--- config.mk ---
export PLATFORM = sky130hd
export DESIGN_NAME = led_frame_scheduler
export DESIGN_NICKNAME = d
export VERILOG_FILES = /design/src/rtl/led_frame_scheduler.sv
export SDC_FILE = /design/constraint.sdc
export NUM_CORES = 1
export LEC_CHECK = 0
export CAP_MARGIN = 20
export CORE_ASPECT_RATIO = 1.5
export CORE_MARGIN = 2
export CORE_UTILIZATION = 55
export CTS_CLUSTER_SIZE = 24
export DETAILED_ROUTE_END_ITERATION = 12
export DONT_BUFFER_PORTS = 1
export GPL_TIMING_DRIVEN = 0
export PLACE_DENSITY = 0.7
export SYNTH_ARGS = -nofsm -noshare
export SYNTH_HDL_FRONTEND = slang
export SYNTH_SLANG_ARGS = --single-unit
--- constraint.sdc ---
create_clock -name clk_in -period 2.57 [get_ports clk_in]
set_clock_uncertainty 0.1 [all_clocks]
set_input_delay 0 -clock clk_in [delete_from_list [all_inputs] [get_ports clk_in]]
set_output_delay 0 -clock clk_in [all_outputs]
set_load 0.03 [all_outputs]
--- src/rtl/led_frame_scheduler.sv ---
// Strand refresh sequencer: realigns the WS2812B driver, streams pixels from a synchronous-read RAM and holds the latch gap.
// Define LED_FRAME_DOUBLE_BUFFER_EN to add front/back buffer selection (swap_req / buf_sel_out).
`timescale 1ns/1ps
module led_frame_scheduler #(
    parameter int NUM_LEDS     = 20,
    parameter int RD_LATENCY   = 2,
    parameter int LATCH_CYCLES = 8000,
    localparam int LedW        = (NUM_LEDS > 1) ? $clog2(NUM_LEDS) : 1,
`ifdef LED_FRAME_DOUBLE_BUFFER_EN
    localparam int AddrW       = LedW + 1
`else
    localparam int AddrW       = LedW
`endif
) (
    input  logic             clk_in,
    input  logic             rst_in,
    input  logic             frame_start,
    input  logic             clear_err,
    input  logic [LedW-1:0]  led_request,
    input  logic             request_valid,
    output logic             rd_en,
    output logic [AddrW-1:0] rd_addr,
    input  logic [23:0]      rd_data,
    output logic [7:0]       green_out,
    output logic [7:0]       red_out,
    output logic [7:0]       blue_out,
    output logic             color_valid,
    output logic             force_reset,
    output logic             busy,
    output logic             frame_done,
    output logic [1:0]       err_out,
`ifdef LED_FRAME_DOUBLE_BUFFER_EN
    input  logic             swap_req,
    output logic             buf_sel_out,
`endif
    output logic [1:0]       state_dbg
);

    localparam int LatchW = (LATCH_CYCLES > 1) ? $clog2(LATCH_CYCLES) : 1;

    // All strobes (frame_start, request_valid, rd_en, color_valid, force_reset, frame_done)
    // are single-cycle valid pulses with no ready/backpressure: a pulse is consumed the cycle it is high.
    typedef enum logic [1:0] {S_IDLE, S_FETCH, S_WAIT, S_LATCH} state_t;

    state_t            state_q, state_d;
    logic [LedW:0]     idx_q, idx_d;
    logic [LatchW-1:0] latch_q, latch_d;
    logic [2:0]        fetch_q, fetch_d;
    logic [23:0]       color_q, color_d;
    logic              cv_q, cv_d;
    logic [1:0]        err_q, err_d;
    logic [1:0]        err_set;
    logic              issue_rd;
    logic [LedW-1:0]   rd_idx;

    always_comb begin
        state_d     = state_q;
        idx_d       = idx_q;
        latch_d     = latch_q;
        fetch_d     = fetch_q;
        color_d     = color_q;
        cv_d        = 1'b0;
        err_set     = 2'b00;
        issue_rd    = 1'b0;
        rd_idx      = '0;
        force_reset = 1'b0;
        frame_done  = 1'b0;
        if (frame_start && state_q != S_IDLE) err_set[1] = 1'b1;
        case (state_q)
            S_IDLE: begin
                if (frame_start) begin
                    force_reset = 1'b1;
                    issue_rd    = 1'b1;
                    idx_d       = '0;
                    fetch_d     = '0;
                    state_d     = S_FETCH;
                end
            end
            S_FETCH: begin
                if (request_valid) err_set[0] = 1'b1;
                if (fetch_q == 3'(RD_LATENCY - 1)) begin
                    color_d = rd_data;
                    cv_d    = 1'b1;
                    idx_d   = idx_q + (LedW + 1)'(1);
                    state_d = S_WAIT;
                end else begin
                    fetch_d = fetch_q + 3'd1;
                end
            end
            S_WAIT: begin
                // Once every pixel is out, a driver wrap request is simply dropped.
                if (idx_q == (LedW + 1)'(NUM_LEDS)) begin
                    latch_d = '0;
                    state_d = S_LATCH;
                end else if (request_valid) begin
                    issue_rd = 1'b1;
                    rd_idx   = idx_q[LedW-1:0];
                    fetch_d  = '0;
                    state_d  = S_FETCH;
                    if ({1'b0, led_request} != idx_q) err_set[0] = 1'b1;
                end
            end
            S_LATCH: begin
                if (latch_q == LatchW'(LATCH_CYCLES - 1)) begin
                    frame_done = 1'b1;
                    state_d    = S_IDLE;
                end else begin
                    latch_d = latch_q + LatchW'(1);
                end
            end
            default: state_d = S_IDLE;
        endcase
        err_d = (clear_err ? 2'b00 : err_q) | err_set;
    end

    always_ff @(posedge clk_in or posedge rst_in) begin
        if (rst_in) begin
            state_q <= S_IDLE;
            idx_q   <= '0;
            latch_q <= '0;
            fetch_q <= '0;
            color_q <= '0;
            cv_q    <= 1'b0;
            err_q   <= 2'b00;
        end else begin
            state_q <= state_d;
            idx_q   <= idx_d;
            latch_q <= latch_d;
            fetch_q <= fetch_d;
            color_q <= color_d;
            cv_q    <= cv_d;
            err_q   <= err_d;
        end
    end

`ifdef LED_FRAME_DOUBLE_BUFFER_EN
    logic swap_pend_q, buf_sel_q;

    // The swap lands on the frame_done edge, so the front buffer is stable for the whole frame.
    always_ff @(posedge clk_in or posedge rst_in) begin
        if (rst_in) begin
            swap_pend_q <= 1'b0;
            buf_sel_q   <= 1'b0;
        end else begin
            if (frame_done && swap_pend_q) begin
                buf_sel_q   <= ~buf_sel_q;
                swap_pend_q <= swap_req;
            end else if (swap_req) begin
                swap_pend_q <= 1'b1;
            end
        end
    end

    assign buf_sel_out = buf_sel_q;
    assign rd_addr     = issue_rd ? {buf_sel_q, rd_idx} : '0;
`else
    assign rd_addr     = issue_rd ? rd_idx : '0;
`endif

    assign rd_en       = issue_rd;
    assign green_out   = color_q[23:16];
    assign red_out     = color_q[15:8];
    assign blue_out    = color_q[7:0];
    assign color_valid = cv_q;
    assign busy        = (state_q != S_IDLE);
    assign err_out     = err_q;
    assign state_dbg   = state_q;

endmodule
==> results.cfg, run 1 <==
[worst_setup_path]
cp_slowest_cell = dfrtp_2
critPathKind = reg2reg
startpoint = state_dbg[1]
rr_endpoint = fetch_q[0]
reg2regPathDepth = 7
arrival_ps = 2450
cp.required_ps = 2660
crit_end = fetch_q[0]
critPathMaxStageDelay_ps = 520
crit_path_end_kind = flip-flop
crit_fanout = 9
cp-start-kind = flip-flop
r2r-start = state_dbg[1]
rrSetupSlack_ps = 210
cp_cell_sequence = inv_1, ha_1, and3b_1, buf_2, or3_1, a21oi_2, mux2_2

[synthesis]
ys_warn_count = 0
syn_avg_cell_area_um2 = 11.0
syn_inst = 244
yosysUniqueCellTypes = 50
synth-seq-cells = 51
yosysTopAreaCell = dfrtp_1
netlist_top_cells_area = dfrtp_1, mux2_2, ha_1
async_flop_share = 1.00
synth_ff_type = dfrtp_1
synth_top_area_share = 0.475
netlist_area_mm2 = 0.00269
ys_seq_area_frac = 0.475
synthTopCellsByCount = dfrtp_1, mux2_2, a21oi_1, o31ai_1, or4_1
syn-num-nets = 287
synth_edf_count = 0
synthMostInstantiatedCell = dfrtp_1

[global_routing]
grt_max_degree = 27
grt_pass1_vias = 2081
antenna_found_initial = 0
grt_pass1_wl_um = 9280
grt-ovfl-total = 0
grt_usage = 0.225

[sta]
rsz0062_at_grt = false
tightestPinTransition_ps = 590
fmax_ghz = 0.424
setup_viol_count_final = 0
hold_viol = 1
slew_violations = 0
min_period_ps = 2360
slew_headroom = 0.601
fin_crit_sh = 0.919
finalSetupTns_ps = 0
whs_ps = -6.05

[run]
drv_cap = 0

[drt]
drtIter0Drc = 96
post_drt_via_cell_ratio = 5.89
dr.pass1.iters = 4
drcViolationCount = 0
num_vias = 2051
post_drt_wl_per_cell_um = 16.6
detail-route-antenna-nets = 0
finalWirelength_um = 5770

[clock_tree]
numCtsBuffers = 5
clk_path_buf_depth = 2
root_buffer = clkbuf_8
clk_pin_slew_ps = 100
cts_tree = yes
cts_setup_buffers = 0
clock_latency_ps = 310
cts.sinks = 51
htree_levels = 2

[die]
num_io_pins = 72
dieArea_mm2 = 0.00547
coreArea_mm2 = 0.00477
initial_utilization = 0.563
num_rows = 31
die_y_um = 89.6
chipWidth_um = 61.1

[pwr]
max-vdd-ir-drop_uv = 645
powerDensity_mw_per_mm2 = 1090
leakage_nw = 1.34

[place]
hpwl_um = 4010
place_inst = 311
place.gp.congestion = 0.819
port_buffers = 0

[layout]
layout-drive-gt1-share = 0.188
n_fill_cell = 393
nets = 324
instances_no_fill = 348
area_delta_synth_final_pct = 19.0
n_antenna_cell = 0

[hold_path]
whs_path_depth = 4
hp-class = in2reg

[outcome]
status = finished, violations left
violations = hold timing
flip-flops by register name (all words and copies together), names as in the netlist:
| name | flops |
|---|---|
| err_out | 2 |
| color_valid | 1 |
| idx_q | 6 |
| latch_q | 13 |
| fetch_q | 3 |
| color_q | 24 |
| state_dbg | 2 |
metal layers:
metal,up-vias,track usage,share of wire
li1,986,-,-
met1,999,0.255,0.38
met2,59,0.408,0.55
met3,7,0.0501,0.051
met4,0,0.0751,0.017
met5,-,0,0
where the power goes:
part	leakage, nW	internal (mW)	switching, mW
registers	0.648	1.09	0.684
clock network	0.0581	0.290	0.266
logic	0.629	0.544	0.617
how the worst min path moves through the flow:
stage	slack, ps	startpoint	end
2_1_floorplan	50	frame_start	err_out[1]
3_5_place_dp	-130	rst_in	color_q[20]
5_1_grt	80	led_request[2]	err_out[0]
3_3_place_gp	50	frame_start	err_out[1]
4_1_cts	6	led_request[4]	err_out[0]
6_report	-6	led_request[2]	err_out[0]
cell usage in the layout (no fill, tap or decap), types with 2 or more instances in the layout:
cell and count:
nand2b_1 3, nand2_1 10, nor2b_1 8, inv_1 11, a31oi_1 2, or4_1 13, nand4_1 6, o21ai_0 5
or3_1 2, and3_1 7, dlygate4sd3_1 29, nor3_1 2, o21a_1 2, buf_1 2, o41ai_1 2, a22o_1 2
dfrtp_2 2, xnor2_1 5, ha_1 9, dfrtp_1 49, nor2_1 4, a21oi_1 17, mux2_2 26, nand3b_1 2
and2_1 3, nand3_1 5, buf_2 6, o31ai_1 13, clkbuf_8 5
repair_timing:
action	4_1_cts	5_1_grt
resized for setup	0	4
endpoints found under the setup margin	0	14
hold endpoints to repair	77	0
hold buffers	29	0
area by class of cell:
class / instances / area [um^2] / share of cell area
inverters: 12 / 45.0 / 0.0141
clock inverters: 3 / 43.8 / 0.0137
well taps: 66 / 82.6 / 0.0258
multi-input cells: 169 / 1300 / 0.407
flip-flops and latches: 51 / 1280 / 0.400
plain buffers: 12 / 65.1 / 0.0204
clock buffers: 5 / 68.8 / 0.0215
repair buffers: 30 / 310 / 0.0971
cell families (layout without fill, tap and decap cells):
group	count (synthesis)	count (layout)	synth area share
simple gates	72	72	0.166
mux	27	27	0.113
buf+inv	24	62	0.0405
flops	51	51	0.475
fa+ha+maj	9	9	0.0419
xor+xnor	6	6	0.0196
compound gates	55	55	0.144
metrics by stage:
step,hold WS [ps],area [um^2],util,power (mW),worst slack (ps)
after global placement,50.4,2770,0.580,2.85,107
final,-6.05,3200,0.670,3.49,209
after detailed placement,-128,2790,0.585,2.90,85.2
after floorplan,46.0,2690,-,2.64,291
after global routing,80.7,3200,0.670,3.70,76.9
after CTS,6.31,3190,0.669,3.49,55.7
critical path: cells and delay by family (launching register included):
family / cells / cell delay, ps
flip-flops: 1 / 520
multiplexers: 1 / 360
buffers and inverters: 2 / 290
AND/OR/NAND/NOR: 2 / 570
AO/OA/AOI/OAI: 1 / 210
adder cells (fa/ha/maj): 1 / 200
Power figures use the tool's default switching activity.
==> inputs of run 2 (changes only) <==
- CTS_BUF_LIST: not set -> sky130_fd_sc_hd__clkbuf_4
- HOLD_SLACK_MARGIN: not set -> 0.08
==> run 2 against run 1 <==
Net effect:
- the flow now finishes without violations
- clock power is 17% lower
- cell count increased by 1.4%
- via count grew 0.59%
- register-to-register slack lost 20 ps
- worst hold slack improved by 170 ps
- sequential cell count stayed put
- utilization rose by 0.68 points
- critical path type is now reg2out
==> results.cfg, run 2 (same netlist as run 1, synthesis figures left out) <==
[clock_tree]
htree_levels = 2
root_buffer = clkbuf_4
cts_setup_buffers = 0
numCtsBuffers = 5
clock_latency_ps = 370
clk_path_buf_depth = 2
clk_pin_slew_ps = 140
cts.sinks = 51
cts_tree = yes

[worst_setup_path]
critPathKind = reg2out
crit_path_end_kind = output pin
crit_fanout = 8
cp.required_ps = 2470
cp-start-kind = flip-flop
arrival_ps = 2300

[pwr]
intPower_mw = 1.84
seq_power_share = 0.520
p_total_mw = 3.40
powerDensity_mw_per_mm2 = 1050
swShare = 0.457
p_clk_frac = 0.135
leakage_nw = 1.35
switchingPower_mw = 1.55
p_comb_frac = 0.345
max-vdd-ir-drop_uv = 618

[place]
hpwl_um = 4010
port_buffers = 0
placed_area_mm2 = 0.00279
place.gp.congestion = 0.819

[layout]
largest-register = color_q
final_cell_mix = dfrtp_1, dlygate4sd3_1, mux2_2
final_common_cell = dfrtp_1
n_antenna_cell = 0
layout-drive-gt1-share = 0.192
postLayoutCellArea_mm2 = 0.00323
largest_reg_flops = 24
top_regs = color_q: 24 flops, latch_q: 13 flops, idx_q: 6 flops
area_delta_synth_final_pct = 20.2
nets = 329

[drt]
post_drt_wl_per_cell_um = 16.3
num_vias = 2063
post_drt_via_cell_ratio = 5.84
dr.pass1.iters = 4
drcViolationCount = 0
drtIter0Drc = 101
detail-route-antenna-nets = 0
finalWirelength_um = 5770

[sta]
tightestPinTransition_ps = 577
fmax_ghz = 0.417
hold_viol = 0
rsz0062_at_grt = false
slew_violations = 0
fin_crit_sh = 0.932
finalSetupTns_ps = 0
setup_viol_count_final = 0
whs_ps = 161
slew_headroom = 0.610
min_period_ps = 2400

[die]
coreArea_mm2 = 0.00477
initial_utilization = 0.563
chipWidth_um = 61.1
num_io_pins = 72
die_y_um = 89.6
num_rows = 31
dieArea_mm2 = 0.00547

[hold_path]
hp-class = in2out

[global_routing]
grt_max_degree = 27
grt_usage = 0.226
grt-ovfl-total = 0
antenna_found_initial = 0
grt_pass1_vias = 2093
grt_pass1_wl_um = 9260

[outcome]
status = finished clean

[run]
drv_cap = 0
-- run 2: cell types whose count changed in the layout (fill, tap and decap cells not counted) --
cell           delta
a21boi_1          -1
dlygate4sd3_1     +4
clkbuf_8          -5
buf_12            +1
a21boi_2          +1
clkbuf_4          +5
-- run 2: through the flow --
| step | setup slack, ps | utilization | std cells |
|---|---|---|---|
| final | 174 | 0.677 | 353 |
| after detailed placement | 85.2 | 0.585 | 311 |
| after floorplan | 291 | - | 244 |
| after global routing | 82.4 | 0.677 | 353 |
| after CTS | 37.4 | 0.675 | 353 |
| after global placement | 107 | 0.580 | 310 |
-- run 2: path summary, 6_finish.rpt --
| path | endpoint | slack, ps | start | cells past startpoint |
|---|---|---|---|---|
| max in group asynchronous | idx_q[4] | 1630 | rst_in | 4 |
| worst min register to register | latch_q[0] | 460 | latch_q[0] | 1 |
| min in group asynchronous | state_dbg[0] | 570 | rst_in | 4 |
| worst max register to register | fetch_q[0] | 190 | state_dbg[1] | 7 |
| worst max-delay path | frame_done | 170 | latch_q[7] | 3 |
| worst min-delay path | force_reset | 160 | frame_start | 1 |
-- run 2: power groups by stage --
| stage | Combinational, mW | Clock (mW) | Sequential, mW |
|---|---|---|---|
| after floorplan | 0.923 | 0 | 1.71 |
| after global placement | 1.08 | 0 | 1.77 |
| after detailed placement | 1.12 | 0 | 1.78 |
| after CTS | 1.17 | 0.472 | 1.76 |
| after global routing | 1.31 | 0.501 | 1.81 |
| final | 1.17 | 0.460 | 1.77 |
-- run 2: worst max-delay path, stage by stage (launching register included) --
cell and delay [ps]:
dfrtp_1 490, or3b_2 520, or4_4 440, nor2_1 480
-- run 2: layout make-up --
| cell class | instances | area (um^2) |
|---|---|---|
| clock inverter | 3 | 43.8 |
| multi-input combinational | 169 | 1310 |
| sequential | 51 | 1280 |
| timing repair buffer | 35 | 370 |
| clock buffer | 5 | 37.5 |
| buffer | 12 | 65.1 |
| tap | 66 | 82.6 |
| fill | 393 | 1540 |
| inverter | 12 | 45.0 |
-- run 2: routing by layer --
layer | vias up | track usage | share of wire
met3 | 9 | 0.0516 | 0.049
met5 | - | 0 | 0
met4 | 0 | 0.0810 | 0.021
li1 | 997 | - | -
met2 | 65 | 0.404 | 0.55
met1 | 992 | 0.255 | 0.38
-- run 2: repair_timing --
action / 4_1_cts / 5_1_grt
hold buffers: 34 / 0
hold endpoints to repair: 80 / 0
resized for setup: 0 / 5
endpoints found under the setup margin: 0 / 15
==> inputs of run 3 (changes only) <==
- RECOVER_POWER: not set -> 50
==> run 3 against run 2 <==
Net effect:
- critical path depth unchanged
- cell count unchanged
- register-to-register slack about the same
- combinational power about the same
- non-clock buffer count unchanged
- utilization decreased by 0.68 points
- routed wire length increased by 0.10%
- global-route usage unchanged
- design area decreased by 1.0%
- sequential share of layout area increased by 0.40 points
- first-iteration DRC count increased by 29%
- maximum frequency about the same
- critical endpoint unchanged
- largest power group unchanged
- highest routed layer unchanged
==> results.cfg, run 3 (same netlist as run 1, synthesis figures left out) <==
[sta]
fmax_ghz = 0.417
hold_viol = 0
fin_crit_sh = 0.932
setup_viol_count_final = 0
slew_headroom = 0.0744
min_period_ps = 2400
slew_violations = 0
whs_ps = 161
rsz0062_at_grt = false
finalSetupTns_ps = 0
tightestPinTransition_ps = 1390

[pwr]
seq_power_share = 0.521
p_comb_frac = 0.344
switchingPower_mw = 1.56
max-vdd-ir-drop_uv = 614
powerDensity_mw_per_mm2 = 1060
swShare = 0.458
leakage_nw = 1.33
p_clk_frac = 0.135
intPower_mw = 1.84

[drt]
post_drt_wl_per_cell_um = 16.4
dr.pass1.iters = 4
finalWirelength_um = 5780
drcViolationCount = 0
num_vias = 2074
post_drt_via_cell_ratio = 5.88
drtIter0Drc = 130
detail-route-antenna-nets = 0

[clock_tree]
clk_path_buf_depth = 2
root_buffer = clkbuf_4
cts.sinks = 51
htree_levels = 2
clock_latency_ps = 370
cts_tree = yes
cts_setup_buffers = 0
numCtsBuffers = 5
clk_pin_slew_ps = 140

[worst_setup_path]
cp-start-kind = flip-flop
crit_path_end_kind = output pin
cp.required_ps = 2470
cp_slowest_cell = or3b_2
critPathMaxStageDelay_ps = 520
crit_fanout = 8
cp_cell_sequence = or3b_2, or4_4, nor2_1
arrival_ps = 2300
cpLargestDelayFamily = simple AND/OR/NAND/NOR gates
critPathKind = reg2out
crit_buf_inv = 0
rrSetupSlack_ps = 180

[die]
num_io_pins = 72
initial_utilization = 0.563
num_rows = 31
coreArea_mm2 = 0.00477
die_y_um = 89.6
dieArea_mm2 = 0.00547
chipWidth_um = 61.1

[layout]
top_regs = color_q: 24 flops, latch_q: 13 flops, idx_q: 6 flops
area_delta_synth_final_pct = 19.0
finish.utilization = 0.670
final_cell_mix = dfrtp_1, dlygate4sd3_1, mux2_2
layout-drive-gt1-share = 0.181
largest_reg_flops = 24
largest-register = color_q
nets = 329
n_antenna_cell = 0
final_common_cell = dfrtp_1

[place]
hpwl_um = 4010
port_buffers = 0
place.gp.congestion = 0.819

[global_routing]
antenna_found_initial = 0
grt_pass1_wl_um = 9260
grt_usage = 0.226
grt-ovfl-total = 0
grt_max_degree = 27
grt_pass1_vias = 2093

[outcome]
status = finished clean

[hold_path]
hp-class = in2out

[run]
drv_cap = 0
==> run 3: final timing paths <==
path / startpoint / to / cells past startpoint
hold / removal: frame_start / force_reset / 1
min in group asynchronous: rst_in / state_dbg[0] / 4
hold reg to reg: latch_q[0] / latch_q[0] / 1
max in group asynchronous: rst_in / idx_q[4] / 4
setup / recovery: latch_q[7] / frame_done / 3
setup reg to reg: state_dbg[1] / fetch_q[0] / 7
==> run 3: stage by stage <==
step / power (mW) / cell area, um^2 / worst slack, ps / std cells
final: 3.39 / 3200 / 174 / 353
after global routing: 3.61 / 3200 / 82.4 / 353
after CTS: 3.41 / 3220 / 37.4 / 353
after detailed placement: 2.90 / 2790 / 85.2 / 311
after global placement: 2.85 / 2770 / 107 / 310
after floorplan: 2.64 / 2690 / 291 / 244
==> run 3: routing by layer <==
metal | up-vias | share of wire | track usage
met3 | 9 | 0.050 | 0.0516
met4 | 0 | 0.021 | 0.0810
met1 | 1001 | 0.38 | 0.255
met2 | 66 | 0.55 | 0.404
met5 | - | 0 | 0
li1 | 998 | - | -
==> run 3: worst reg2reg max path: stages, from the launching register on <==
cell and delay (ps):
dfrtp_2 540, inv_1 120, ha_1 200, and3b_1 170
buf_2 180, or3_1 400, a21oi_2 210, mux2_2 360
==> run 3: layout make-up <==
class                   instances  area [um^2]
plain buffers                  12         65.1
clock buffers                   5         37.5
clock inverters                 3         43.8
fillers                       399         1580
inverters                      12         45.0
multi-input cells             169         1310
flip-flops and latches         51         1280
well taps                      66         82.6
repair buffers                 35          338
==> run 3: power groups by stage <==
stage	Combinational, mW	Sequential [mW]	Clock, mW
floorplan	0.923	1.71	0
global placement	1.08	1.77	0
detailed placement	1.12	1.78	0
CTS	1.17	1.76	0.472
global route	1.30	1.81	0.501
finish	1.17	1.77	0.459
==> run 3: repair_timing <==
| item | in CTS | in global routing |
|---|---|---|
| resized for setup | 0 | 5 |
| endpoints found under the setup margin | 0 | 15 |
| hold endpoints to repair | 80 | 0 |
| hold buffers | 34 | 0 |
